[config.mk]
export PLATFORM = sky130hd
export DESIGN_NAME = mm_result_collector
export DESIGN_NICKNAME = d
export VERILOG_FILES = /design/src/rtl/mm_result_collector.sv
export SDC_FILE = /design/constraint.sdc
export NUM_CORES = 1
export LEC_CHECK = 0
export ABC_CLOCK_PERIOD_IN_PS = 4780
export CAP_MARGIN = 25
export CORE_MARGIN = 3
export CORE_UTILIZATION = 60
export DETAILED_ROUTE_END_ITERATION = 12
export PLACE_DENSITY = 0.79
export SLEW_MARGIN = 20
export SYNTH_ARGS = -nofsm -noshare
export SYNTH_HDL_FRONTEND = slang
export SYNTH_SLANG_ARGS = --single-unit
[constraint.sdc]
create_clock -name clk -period 4.78 [get_ports clk]
set_input_delay 0.956 -clock clk [delete_from_list [all_inputs] [get_ports clk]]
set_output_delay 0.956 -clock clk [all_outputs]
set_load 0.03 [all_outputs]
[src/rtl/mm_result_collector.sv]
// mm_result_collector
//   Captures one result matrix (up to MAX_DIM x MAX_DIM signed elements)
//   streamed out of the matrix-multiply engine. It recovers the row and
//   column counts, records an illegal verdict, then plays the matrix back
//   to the host one element per rd_req before re-arming for the next one.
//
//   Optional feature: define MM_RESULT_CHECKSUM_EN to add the `checksum`
//   output (signed sum of every legal element actually stored).
//
// Ports
//   clk, rst              clock (rising edge), async active-high reset
//   in_data/in_valid/     result stream from the multiplier; in_legal=0
//   in_legal/in_change_row  with in_valid is an illegal verdict,
//   in_busy               change_row marks the last element of a row
//   rd_req                host read request, one element per pulse
//   rd_data/rd_row/rd_col one registered element with its indices
//   rd_valid/rd_last      1-cycle response strobe, last element flag
//   done/illegal          matrix readable / multiply was illegal
//   res_rows/res_cols     recovered dimensions (0 when illegal)
//   overflow              too many elements or first row too long
//   checksum              (MM_RESULT_CHECKSUM_EN only) sum of stored elements
module mm_result_collector #(
  parameter int DW      = 20,
  parameter int MAX_DIM = 4,
  parameter int DEPTH   = 16,
  parameter int AW      = 4,
  parameter int IW      = 2
) (
  input  logic          clk,
  input  logic          rst,
  input  logic [DW-1:0] in_data,
  input  logic          in_valid,
  input  logic          in_legal,
  input  logic          in_change_row,
  input  logic          in_busy,
  input  logic          rd_req,
  output logic [DW-1:0] rd_data,
  output logic [IW-1:0] rd_row,
  output logic [IW-1:0] rd_col,
  output logic          rd_valid,
  output logic          rd_last,
  output logic          done,
  output logic          illegal,
  output logic [IW:0]   res_rows,
  output logic [IW:0]   res_cols,
  output logic          overflow
`ifdef MM_RESULT_CHECKSUM_EN
  , output logic [DW+3:0] checksum
`endif
);

  localparam int TW = 2*IW + 2;
  localparam logic [AW:0]   DEPTH_C = (AW+1)'(DEPTH);
  localparam logic [IW+1:0] MAXC_C  = (IW+2)'(MAX_DIM);
  localparam logic [IW:0]   MAXR_C  = (IW+1)'(MAX_DIM);

  typedef enum logic [1:0] {S_IDLE, S_CAPTURE, S_READY} state_t;

  state_t        state_q, state_d;
  logic          busy_prev_q, busy_prev_d;
  logic [AW:0]   elem_cnt_q, elem_cnt_d;
  logic [IW+1:0] col_cnt_q, col_cnt_d;
  logic          first_row_done_q, first_row_done_d;
  logic [IW:0]   row_cnt_q, row_cnt_d;
  logic [IW:0]   res_rows_q, res_rows_d;
  logic [IW:0]   res_cols_q, res_cols_d;
  logic          done_q, done_d;
  logic          illegal_q, illegal_d;
  logic          overflow_q, overflow_d;
  logic [AW-1:0] rd_ptr_q, rd_ptr_d;
  logic [IW-1:0] rd_row_cnt_q, rd_row_cnt_d;
  logic [IW-1:0] rd_col_cnt_q, rd_col_cnt_d;
  logic [DW-1:0] rd_data_q, rd_data_d;
  logic [IW-1:0] rd_row_q, rd_row_d;
  logic [IW-1:0] rd_col_q, rd_col_d;
  logic          rd_valid_q, rd_valid_d;
  logic          rd_last_q, rd_last_d;
`ifdef MM_RESULT_CHECKSUM_EN
  logic [DW+3:0] checksum_q, checksum_d;
`endif

  logic [DW-1:0] mem [DEPTH];
  logic          store;
  logic          busy_fall;
  logic          is_last;
  logic [TW-1:0] total;
  logic [TW-1:0] rd_cnt;

  assign busy_fall = busy_prev_q & ~in_busy;
  assign total     = TW'(res_rows_q) * TW'(res_cols_q);
  assign rd_cnt    = TW'(rd_ptr_q) + TW'(1);
  // A zero-size matrix (illegal, or no row ever closed) still ends on the
  // first read so the host can never stall in READY.
  assign is_last   = (rd_cnt >= total);

  always_comb begin
    state_d          = state_q;
    busy_prev_d      = in_busy;
    elem_cnt_d       = elem_cnt_q;
    col_cnt_d        = col_cnt_q;
    first_row_done_d = first_row_done_q;
    row_cnt_d        = row_cnt_q;
    res_rows_d       = res_rows_q;
    res_cols_d       = res_cols_q;
    done_d           = done_q;
    illegal_d        = illegal_q;
    overflow_d       = overflow_q;
    rd_ptr_d         = rd_ptr_q;
    rd_row_cnt_d     = rd_row_cnt_q;
    rd_col_cnt_d     = rd_col_cnt_q;
    rd_data_d        = rd_data_q;
    rd_row_d         = rd_row_q;
    rd_col_d         = rd_col_q;
    rd_valid_d       = 1'b0;
    rd_last_d        = 1'b0;
    store            = 1'b0;
`ifdef MM_RESULT_CHECKSUM_EN
    checksum_d       = checksum_q;
`endif

    case (state_q)
      // Counters are all zero in IDLE, so the first element shares the
      // capture path (including a 1-column first row).
      S_IDLE, S_CAPTURE: begin
        if (in_valid && in_legal) begin
          if (elem_cnt_q < DEPTH_C) begin
            store      = 1'b1;
            elem_cnt_d = elem_cnt_q + 1'b1;
`ifdef MM_RESULT_CHECKSUM_EN
            checksum_d = checksum_q + {{4{in_data[DW-1]}}, in_data};
`endif
          end else begin
            overflow_d = 1'b1;
          end
          if (!first_row_done_q) begin
            if (col_cnt_q >= MAXC_C) overflow_d = 1'b1;
            if (col_cnt_q <= MAXC_C) col_cnt_d = col_cnt_q + 1'b1;
            if (in_change_row) begin
              first_row_done_d = 1'b1;
              res_cols_d = (col_cnt_d > MAXC_C) ? MAXR_C : col_cnt_d[IW:0];
            end
          end
          if (in_change_row && (row_cnt_q < MAXR_C)) row_cnt_d = row_cnt_q + 1'b1;
          if (state_q == S_IDLE) state_d = S_CAPTURE;
        end else if ((state_q == S_IDLE) && in_valid) begin
          illegal_d = 1'b1;
          done_d    = 1'b1;
          state_d   = S_READY;
        end
        if ((state_q == S_CAPTURE) && busy_fall) begin
          res_rows_d = row_cnt_d;
          done_d     = 1'b1;
          state_d    = S_READY;
        end
      end

      S_READY: begin
        if (rd_req) begin
          rd_valid_d = 1'b1;
          rd_last_d  = illegal_q | is_last;
          rd_data_d  = illegal_q ? '0 : mem[rd_ptr_q];
          rd_row_d   = rd_row_cnt_q;
          rd_col_d   = rd_col_cnt_q;
          rd_ptr_d   = rd_ptr_q + 1'b1;
          if (({1'b0, rd_col_cnt_q} + 1'b1) == res_cols_q) begin
            rd_col_cnt_d = '0;
            rd_row_cnt_d = rd_row_cnt_q + 1'b1;
          end else begin
            rd_col_cnt_d = rd_col_cnt_q + 1'b1;
          end
          if (illegal_q || is_last) begin
            state_d          = S_IDLE;
            elem_cnt_d       = '0;
            col_cnt_d        = '0;
            first_row_done_d = 1'b0;
            row_cnt_d        = '0;
            res_rows_d       = '0;
            res_cols_d       = '0;
            done_d           = 1'b0;
            illegal_d        = 1'b0;
            overflow_d       = 1'b0;
            rd_ptr_d         = '0;
            rd_row_cnt_d     = '0;
            rd_col_cnt_d     = '0;
`ifdef MM_RESULT_CHECKSUM_EN
            checksum_d       = '0;
`endif
          end
        end
      end

      default: state_d = S_IDLE;
    endcase
  end

  always_ff @(posedge clk or posedge rst) begin
    if (rst) begin
      state_q          <= S_IDLE;
      busy_prev_q      <= 1'b0;
      elem_cnt_q       <= '0;
      col_cnt_q        <= '0;
      first_row_done_q <= 1'b0;
      row_cnt_q        <= '0;
      res_rows_q       <= '0;
      res_cols_q       <= '0;
      done_q           <= 1'b0;
      illegal_q        <= 1'b0;
      overflow_q       <= 1'b0;
      rd_ptr_q         <= '0;
      rd_row_cnt_q     <= '0;
      rd_col_cnt_q     <= '0;
      rd_data_q        <= '0;
      rd_row_q         <= '0;
      rd_col_q         <= '0;
      rd_valid_q       <= 1'b0;
      rd_last_q        <= 1'b0;
`ifdef MM_RESULT_CHECKSUM_EN
      checksum_q       <= '0;
`endif
    end else begin
      state_q          <= state_d;
      busy_prev_q      <= busy_prev_d;
      elem_cnt_q       <= elem_cnt_d;
      col_cnt_q        <= col_cnt_d;
      first_row_done_q <= first_row_done_d;
      row_cnt_q        <= row_cnt_d;
      res_rows_q       <= res_rows_d;
      res_cols_q       <= res_cols_d;
      done_q           <= done_d;
      illegal_q        <= illegal_d;
      overflow_q       <= overflow_d;
      rd_ptr_q         <= rd_ptr_d;
      rd_row_cnt_q     <= rd_row_cnt_d;
      rd_col_cnt_q     <= rd_col_cnt_d;
      rd_data_q        <= rd_data_d;
      rd_row_q         <= rd_row_d;
      rd_col_q         <= rd_col_d;
      rd_valid_q       <= rd_valid_d;
      rd_last_q        <= rd_last_d;
`ifdef MM_RESULT_CHECKSUM_EN
      checksum_q       <= checksum_d;
`endif
    end
  end

  // Buffer contents need no reset; only written entries are ever read.
  always_ff @(posedge clk) begin
    if (store) mem[elem_cnt_q[AW-1:0]] <= in_data;
  end

  assign rd_data  = rd_data_q;
  assign rd_row   = rd_row_q;
  assign rd_col   = rd_col_q;
  assign rd_valid = rd_valid_q;
  assign rd_last  = rd_last_q;
  assign done     = done_q;
  assign illegal  = illegal_q;
  assign res_rows = res_rows_q;
  assign res_cols = res_cols_q;
  assign overflow = overflow_q;
`ifdef MM_RESULT_CHECKSUM_EN
  assign checksum = checksum_q;
`endif

endmodule

==> summary.md, run 1 <==
| Metric | Value |
|---|---|
| Most frequent cells in the layout | `edfxtp_1 (320), mux4_2 (80), clkdlybuf4s50_1 (61)` |
| TritonCTS clock tree | `done` |
| Number of synthesized flops with an enable pin | `320` |
| Post_cts resized | `0` |
| Total negative setup slack | `0 ns` |
| DRC violations left | `0` |
| Worst-case vdd ir drop | `0.3428 mV` |
| Initial antenna violation count | `0` |
| Final wirelength | `32.87 mm` |
| Share of layout cells above drive strength 1 | `20.54%` |
| Final hold vios | `0` |
| Clock latency on the worst-skew pair | `0.52 ns` |
| Count of cell types in the netlist | `54` |
| Max_slew headroom | `43.02%` |
| Synth Area in Compound Gates | `3.362%` |
| LEAKAGE | `5.857 nW` |
| Cells after Synth | `798` |
| Post-synthesis cell area | `15110 um^2` |
| HPWL after detailed placement | `18.74 mm` |
| Power Total | `0.009166 W` |
| Dpl cell area | `16240 um^2` |
| Clock Tree Buf Depth | `3` |
| TritonCTS Buffers | `38` |
| Iter 0 DRT Violations | `924` |
| Total number of vias | `7971` |
| Initial Util | `61.59%` |
| Worst Max-Slew Pin Slew | `0.8547 ns` |
| Post-DRT Antenna Nets | `0` |
| Die area | `27120 um^2` |
| Area share of the largest cell type after synthesis | `63.60%` |
| Setup Buffers After CTS | `0` |
| Syn_area_per_cell | `18.93 um^2` |
| Setup violators final | `0` |
| N_diodes | `0` |
| CP Max Fanout | `17` |
| CP required | `5.21 ns` |
| Fmax | `264.6 MHz` |
| GR Overflow Total | `0` |
| Main combinational cell family by area after synthesis | `multiplexers` |
| Htree depth | `2` |
| Height of the chip | `164.7 um` |
| WP data arrival | `4.21 ns` |
| Die width | `164.7 um` |
| Period utilization | `79.06%` |
| Biggest area consumer among synthesized cells | `edfxtp_1` |
| Layout Utilization | `71.01%` |
| Post-Synth XOR/XNOR Area | `0.5797%` |
| Clk sinks | `379` |
| Startpoint Class | `flip-flop` |
| Post-layout nets | `940` |
| Root Driver | `clkbuf_16` |
| Simple-Gate Fraction of Synth Area | `4.207%` |
| IO buf count | `61` |
| Largest net degree at the start of global routing | `54` |
| Hold Path Class | `flip-flop to flip-flop` |
| Setup Skew | `0.01811 ns` |
| Adder-Cell Fraction of Synth Area | `1.838%` |
| First-pass GRT wire length | `49.67 mm` |
| I/O pins | `62` |
| Max cap viols | `0` |
| Asr flop ratio synth | `15.57%` |
| CP Class | `flip-flop to flip-flop` |
| Placeable Area | `24530 um^2` |
| Via density per instance | `6.408` |
| Hold WS | `0.4914 ns` |
| Pre-antenna DRT Iters | `10` |
| Leading cell type in the layout, fill and taps excluded | `edfxtp_1` |
| Rows | `57` |
| Minimum clock period | `3.779 ns` |
| Routability Congestion | `0.8131` |
| Register bit total from synthesis | `379` |
| Mapped Nets | `846` |
| Warnings from Yosys | `0` |
| PD cells | `526.1 nW/um^2` |
| Status | `finished clean` |
| Worst-path clk slew | `0.06 ns` |
| Total track usage | `24.86%` |
| Synth Flop Type | `edfxtp_1` |
| Unrepaired setup endpoints after global routing | `false` |
| Vias in the first global route | `8303` |
| Crit. End Element | `flip-flop` |
| Sequential-to-total area share from yosys stat | `73.37%` |
| Multiplexer share of the synthesized area | `14.85%` |
| Layout Area Growth over Synthesis | `15.30%` |
| Fin area | `17420 um^2` |
| Area contributors post-synth | `edfxtp_1 (64%), mux4_2 (12%), dfrtp_1 (9.8%)` |
| Max Transition Viols Final | `0` |
| FILL cells | `1508` |
| # hold bufs at CTS | `0` |
| Routed len/inst | `26.43 um` |
power breakdown:
group | switching (W) | leakage (nW) | total [W] | internal (W)
registers | 0.000261 | 3.64 | 0.00416 | 0.00390
logic | 0.00131 | 1.65 | 0.00222 | 0.000910
clock network | 0.00121 | 0.570 | 0.00278 | 0.00157
area by class of cell:
cell class / count / area [um^2] / share of cell area, %
Clock buffer: 50 / 1027 / 5.897
Tap cell: 324 / 405.4 / 2.327
Inverter: 23 / 86.33 / 0.4956
Timing Repair Buffer: 91 / 875.8 / 5.028
Clock inverter: 18 / 125.1 / 0.7182
Multi-Input combinational cell: 359 / 3809 / 21.86
Sequential cell: 379 / 11090 / 63.67
cell families after synthesis:
| kind of cell | after synthesis |
|---|---|
| buf+inv | 60 |
| fa+ha+maj | 21 |
| xor+xnor | 10 |
| compound gates | 70 |
| simple gates | 134 |
| mux | 124 |
| flops | 379 |
Yosys cell counts (3+ instances only):
| cell | number |
|---|---|
| edfxtp_1 | 320 |
| mux4_2 | 80 |
| dfrtp_1 | 59 |
| nand2_1 | 58 |
| mux2i_1 | 43 |
| inv_1 | 23 |
| nor2_1 | 23 |
| o221ai_1 | 20 |
| ha_1 | 19 |
| clkbuf_1 | 18 |
| a21oi_1 | 14 |
| nand3_1 | 9 |
| o21ai_0 | 8 |
| and2_1 | 7 |
| buf_2 | 7 |
| nor3_1 | 7 |
| buf_4 | 6 |
| nand2b_1 | 6 |
| xor2_1 | 6 |
| and3_1 | 5 |
| o22ai_1 | 5 |
| buf_1 | 4 |
| nor4_1 | 4 |
| o31ai_1 | 4 |
| xnor2_1 | 4 |
| a41oi_1 | 3 |
| or3_1 | 3 |
state kept, by name (all words and copies together), names as in the netlist, 2 cells and up:
register / count
rd_col: 2
state_q: 2
rd_col_cnt_q: 2
res_cols: 3
elem_cnt_q: 5
rd_row_cnt_q: 2
rd_row: 2
mem: 320
rd_data: 20
res_rows: 3
rd_ptr_q: 4
row_cnt_q: 3
col_cnt_q: 4
stage by stage:
step	cells	setup WS, ns
after global placement	1174	1.157
after detailed placement	1175	1.018
after floorplan	798	1.064
final	1244	1.001
after global routing	1244	0.7321
after CTS	1243	0.9687
layer usage:
metal	global-route usage [%]	vias up	part of all wire, %
met1	35.24	4131	39
met4	7.701	0	2.9
met3	4.138	64	7.9
met5	0	-	0
li1	-	3384	-
met2	40.57	392	50
worst paths after layout:
kind | depth (start not counted) | slack, ns | startpoint | to
max | 13 | 1.00 | res_cols[2] | res_cols[1]
min | 2 | 0.49 | rd_row[0] | rd_row[0]
max reg2reg | 13 | 1.00 | res_cols[2] | res_cols[1]
min reg2reg | 2 | 0.49 | rd_row[0] | rd_row[0]
max in group asynchronous | 3 | 3.05 | rst | rd_data[8]
min in group asynchronous | 2 | 0.81 | rst | rd_data[0]
worst max-delay path, cell delays in order (launching register included):
cell	delay (ns)
dfrtp_1	0.45
nand2_1	0.12
fa_1	0.49
inv_1	0.08
ha_1	0.17
inv_1	0.06
fa_1	0.38
xor2_1	0.16
ha_1	0.19
or4_1	0.53
a21oi_2	0.16
o31a_1	0.48
nor2_4	0.19
o211ai_1	0.24
(Power assumes the default switching activity.)
==> inputs of run 2 (changes only) <==
ABC_CLOCK_PERIOD_IN_PS = 3300   (was 4780)
CORE_UTILIZATION = 54   (was 60)
PLACE_DENSITY = 0.75   (was 0.79)
clock period = 3.3 ns   (was 4.78 ns; I/O delays follow)
==> run 2 against run 1 <==
Net effect: non-clock buffer count is 20 higher; worst setup slack worse by 0.99 ns; maximum frequency is 15% higher; power is 51% higher; clock skew is 0.0037 ns higher; via count is 0.19% higher; critical path type unchanged; largest cell class unchanged.
==> summary.md, run 2 (same netlist as run 1, synthesis figures left out) <==
| Metric | Value |
|---|---|
| Vias in the first global route | `8192` |
| CP Max Fanout | `5` |
| Root Driver | `clkbuf_16` |
| TritonCTS Buffers | `38` |
| Placed instance count | `1240` |
| Fin area | `17890 um^2` |
| Htree depth | `2` |
| TritonCTS clock tree | `done` |
| Placeable Area | `27250 um^2` |
| Layout Utilization | `65.66%` |
| Dpl cell area | `16490 um^2` |
| Setup violators final | `0` |
| Routability Congestion | `0.7800` |
| Setup Skew | `0.02179 ns` |
| Largest net degree at the start of global routing | `82` |
| Reg2reg end | `rd_row_cnt_q[1]` |
| FILL cells | `1769` |
| Worst-path clk slew | `0.06 ns` |
| Status | `finished clean` |
| Unrepaired setup endpoints after global routing | `true` |
| Total number of vias | `7986` |
| Leading cell type in the layout, fill and taps excluded | `edfxtp_1` |
| Layout Area Growth over Synthesis | `18.42%` |
| Hold WS | `0.4724 ns` |
| CP required | `3.73 ns` |
| # hold bufs at CTS | `0` |
| Minimum clock period | `3.291 ns` |
| Fmax | `303.8 MHz` |
| Hold Crit Endpoint | `rd_row[1]` |
| Initial Util | `55.45%` |
| Hold Path Class | `flip-flop to flip-flop` |
| Worst reg-to-reg path cell count | `14` |
| Clk sinks | `379` |
| IO buf count | `61` |
| Worst Hold Launch | `rd_row[1]` |
| GR Overflow Total | `0` |
| Final hold vios | `0` |
| Startpoint Class | `flip-flop` |
| PD cells | `773.7 nW/um^2` |
| N_diodes | `0` |
| Post-layout nets | `962` |
| Max cap viols | `0` |
| Total track usage | `21.66%` |
| Routed len/inst | `24.59 um` |
| Worst-case vdd ir drop | `0.4807 mV` |
| Period utilization | `99.73%` |
| Max Transition Viols Final | `0` |
| Max reg flops | `320` |
| Post-DRT Antenna Nets | `0` |
| Initial antenna violation count | `0` |
| WP data arrival | `3.72 ns` |
| Worst r2r src | `res_cols[1]` |
| Non-filler cells, final | `1316` |
| HPWL after detailed placement | `17.97 mm` |
| LEAKAGE | `6.037 nW` |
| First-pass GRT wire length | `49.47 mm` |
| Worst Max-Slew Pin Slew | `0.8828 ns` |
| Share of layout cells above drive strength 1 | `24.26%` |
| Most frequent cells in the layout | `edfxtp_1 (320), mux4_2 (80), clkdlybuf4s50_1 (61)` |
| Clock Tree Buf Depth | `3` |
| DRC violations left | `0` |
| CP Class | `flip-flop to flip-flop` |
| Crit. End Element | `flip-flop` |
| Internal reg-to-reg setup slack | `0.009 ns` |
| Die area | `30020 um^2` |
| Clock latency on the worst-skew pair | `0.53 ns` |
| Rows | `60` |
| Height of the chip | `173.3 um` |
| Pre-antenna DRT Iters | `5` |
| Hold depth | `2` |
| Max_slew headroom | `41.15%` |
| I/O pins | `62` |
| Die width | `173.3 um` |
| Iter 0 DRT Violations | `667` |
| Final wirelength | `32.36 mm` |
| Via density per instance | `6.068` |
## run 2: cell types whose count changed in the layout (fill, tap and decap cells not counted), moves of 3 or more
cell / previous run / this run
clkbuf_8: 1 / 5
ha_2: 0 / 3
buf_12: 0 / 6
clkinv_2: 10 / 3
clkbuf_1: 10 / 14
bufinv_16: 1 / 4
ha_1: 19 / 16
buf_4: 28 / 42
dfrtp_1: 56 / 51
dfrtp_2: 2 / 6
## run 2: report_power, final
group          internal, W  total, W  switching, W  leakage (nW)
logic              0.00149   0.00344       0.00195          1.78
clock network      0.00262   0.00437       0.00174         0.621
registers          0.00566   0.00604      0.000380          3.64
## run 2: worst max path at each step
stage | endpoint | slack, ns | depth (start not counted) | start
floorplan | mem[3][0] | -0.12 | 3 | in_valid
global placement | res_cols[0] | 0.06 | 13 | res_rows[0]
detailed placement | rd_col_cnt_q[1] | -0.02 | 13 | res_cols[2]
CTS | res_cols[2] | 0.01 | 13 | res_rows[0]
global route | rd_row_cnt_q[1] | -0.12 | 14 | res_cols[1]
finish | rd_row_cnt_q[1] | 0.009 | 14 | res_cols[1]
## run 2: final cells by class
class                   count  area (um^2)  share of cell area, %
multi-input cells         361         3887                  21.73
well taps                 372        465.4                  2.601
flip-flops and latches    379        11100                  62.04
clock inverters            12        187.7                  1.049
inverters                  23        86.33                 0.4825
repair buffers            111         1069                  5.972
clock buffers              58         1097                  6.132
## run 2: routing by layer
layer	wire length [um]	global-route usage (%)
met1	13560	31.42
met2	15550	33.98
met3	2365	4.052
met4	886	6.858
met5	0	0
## run 2: repair_timing
action,CTS,global route
buffers inserted,0,4
pin swaps,1,16
cloned,0,2
endpoints found under the setup margin,3,31
resized for setup,2,18
## run 2: critical path: stages (launching register included)
cell	delay, ns
dfrtp_2	0.40
nand2_1	0.09
fa_1	0.41
inv_1	0.07
ha_2	0.19
inv_2	0.04
fa_2	0.32
xor2_1	0.15
ha_2	0.19
or4_4	0.51
a21oi_2	0.14
o31a_1	0.20
buf_6	0.13
nand2_4	0.07
o311ai_4	0.27
## run 2: per-stage QoR
stage	power, W	setup WS, ns	setup TNS [ns]
after detailed placement	0.009361	-0.02367	-0.02367
final	0.01384	0.008756	0
after global placement	0.009275	0.05802	0
after floorplan	0.008147	-0.1196	-9.563
after global routing	0.01441	-0.1168	-1.279
after CTS	0.01373	0.01254	0
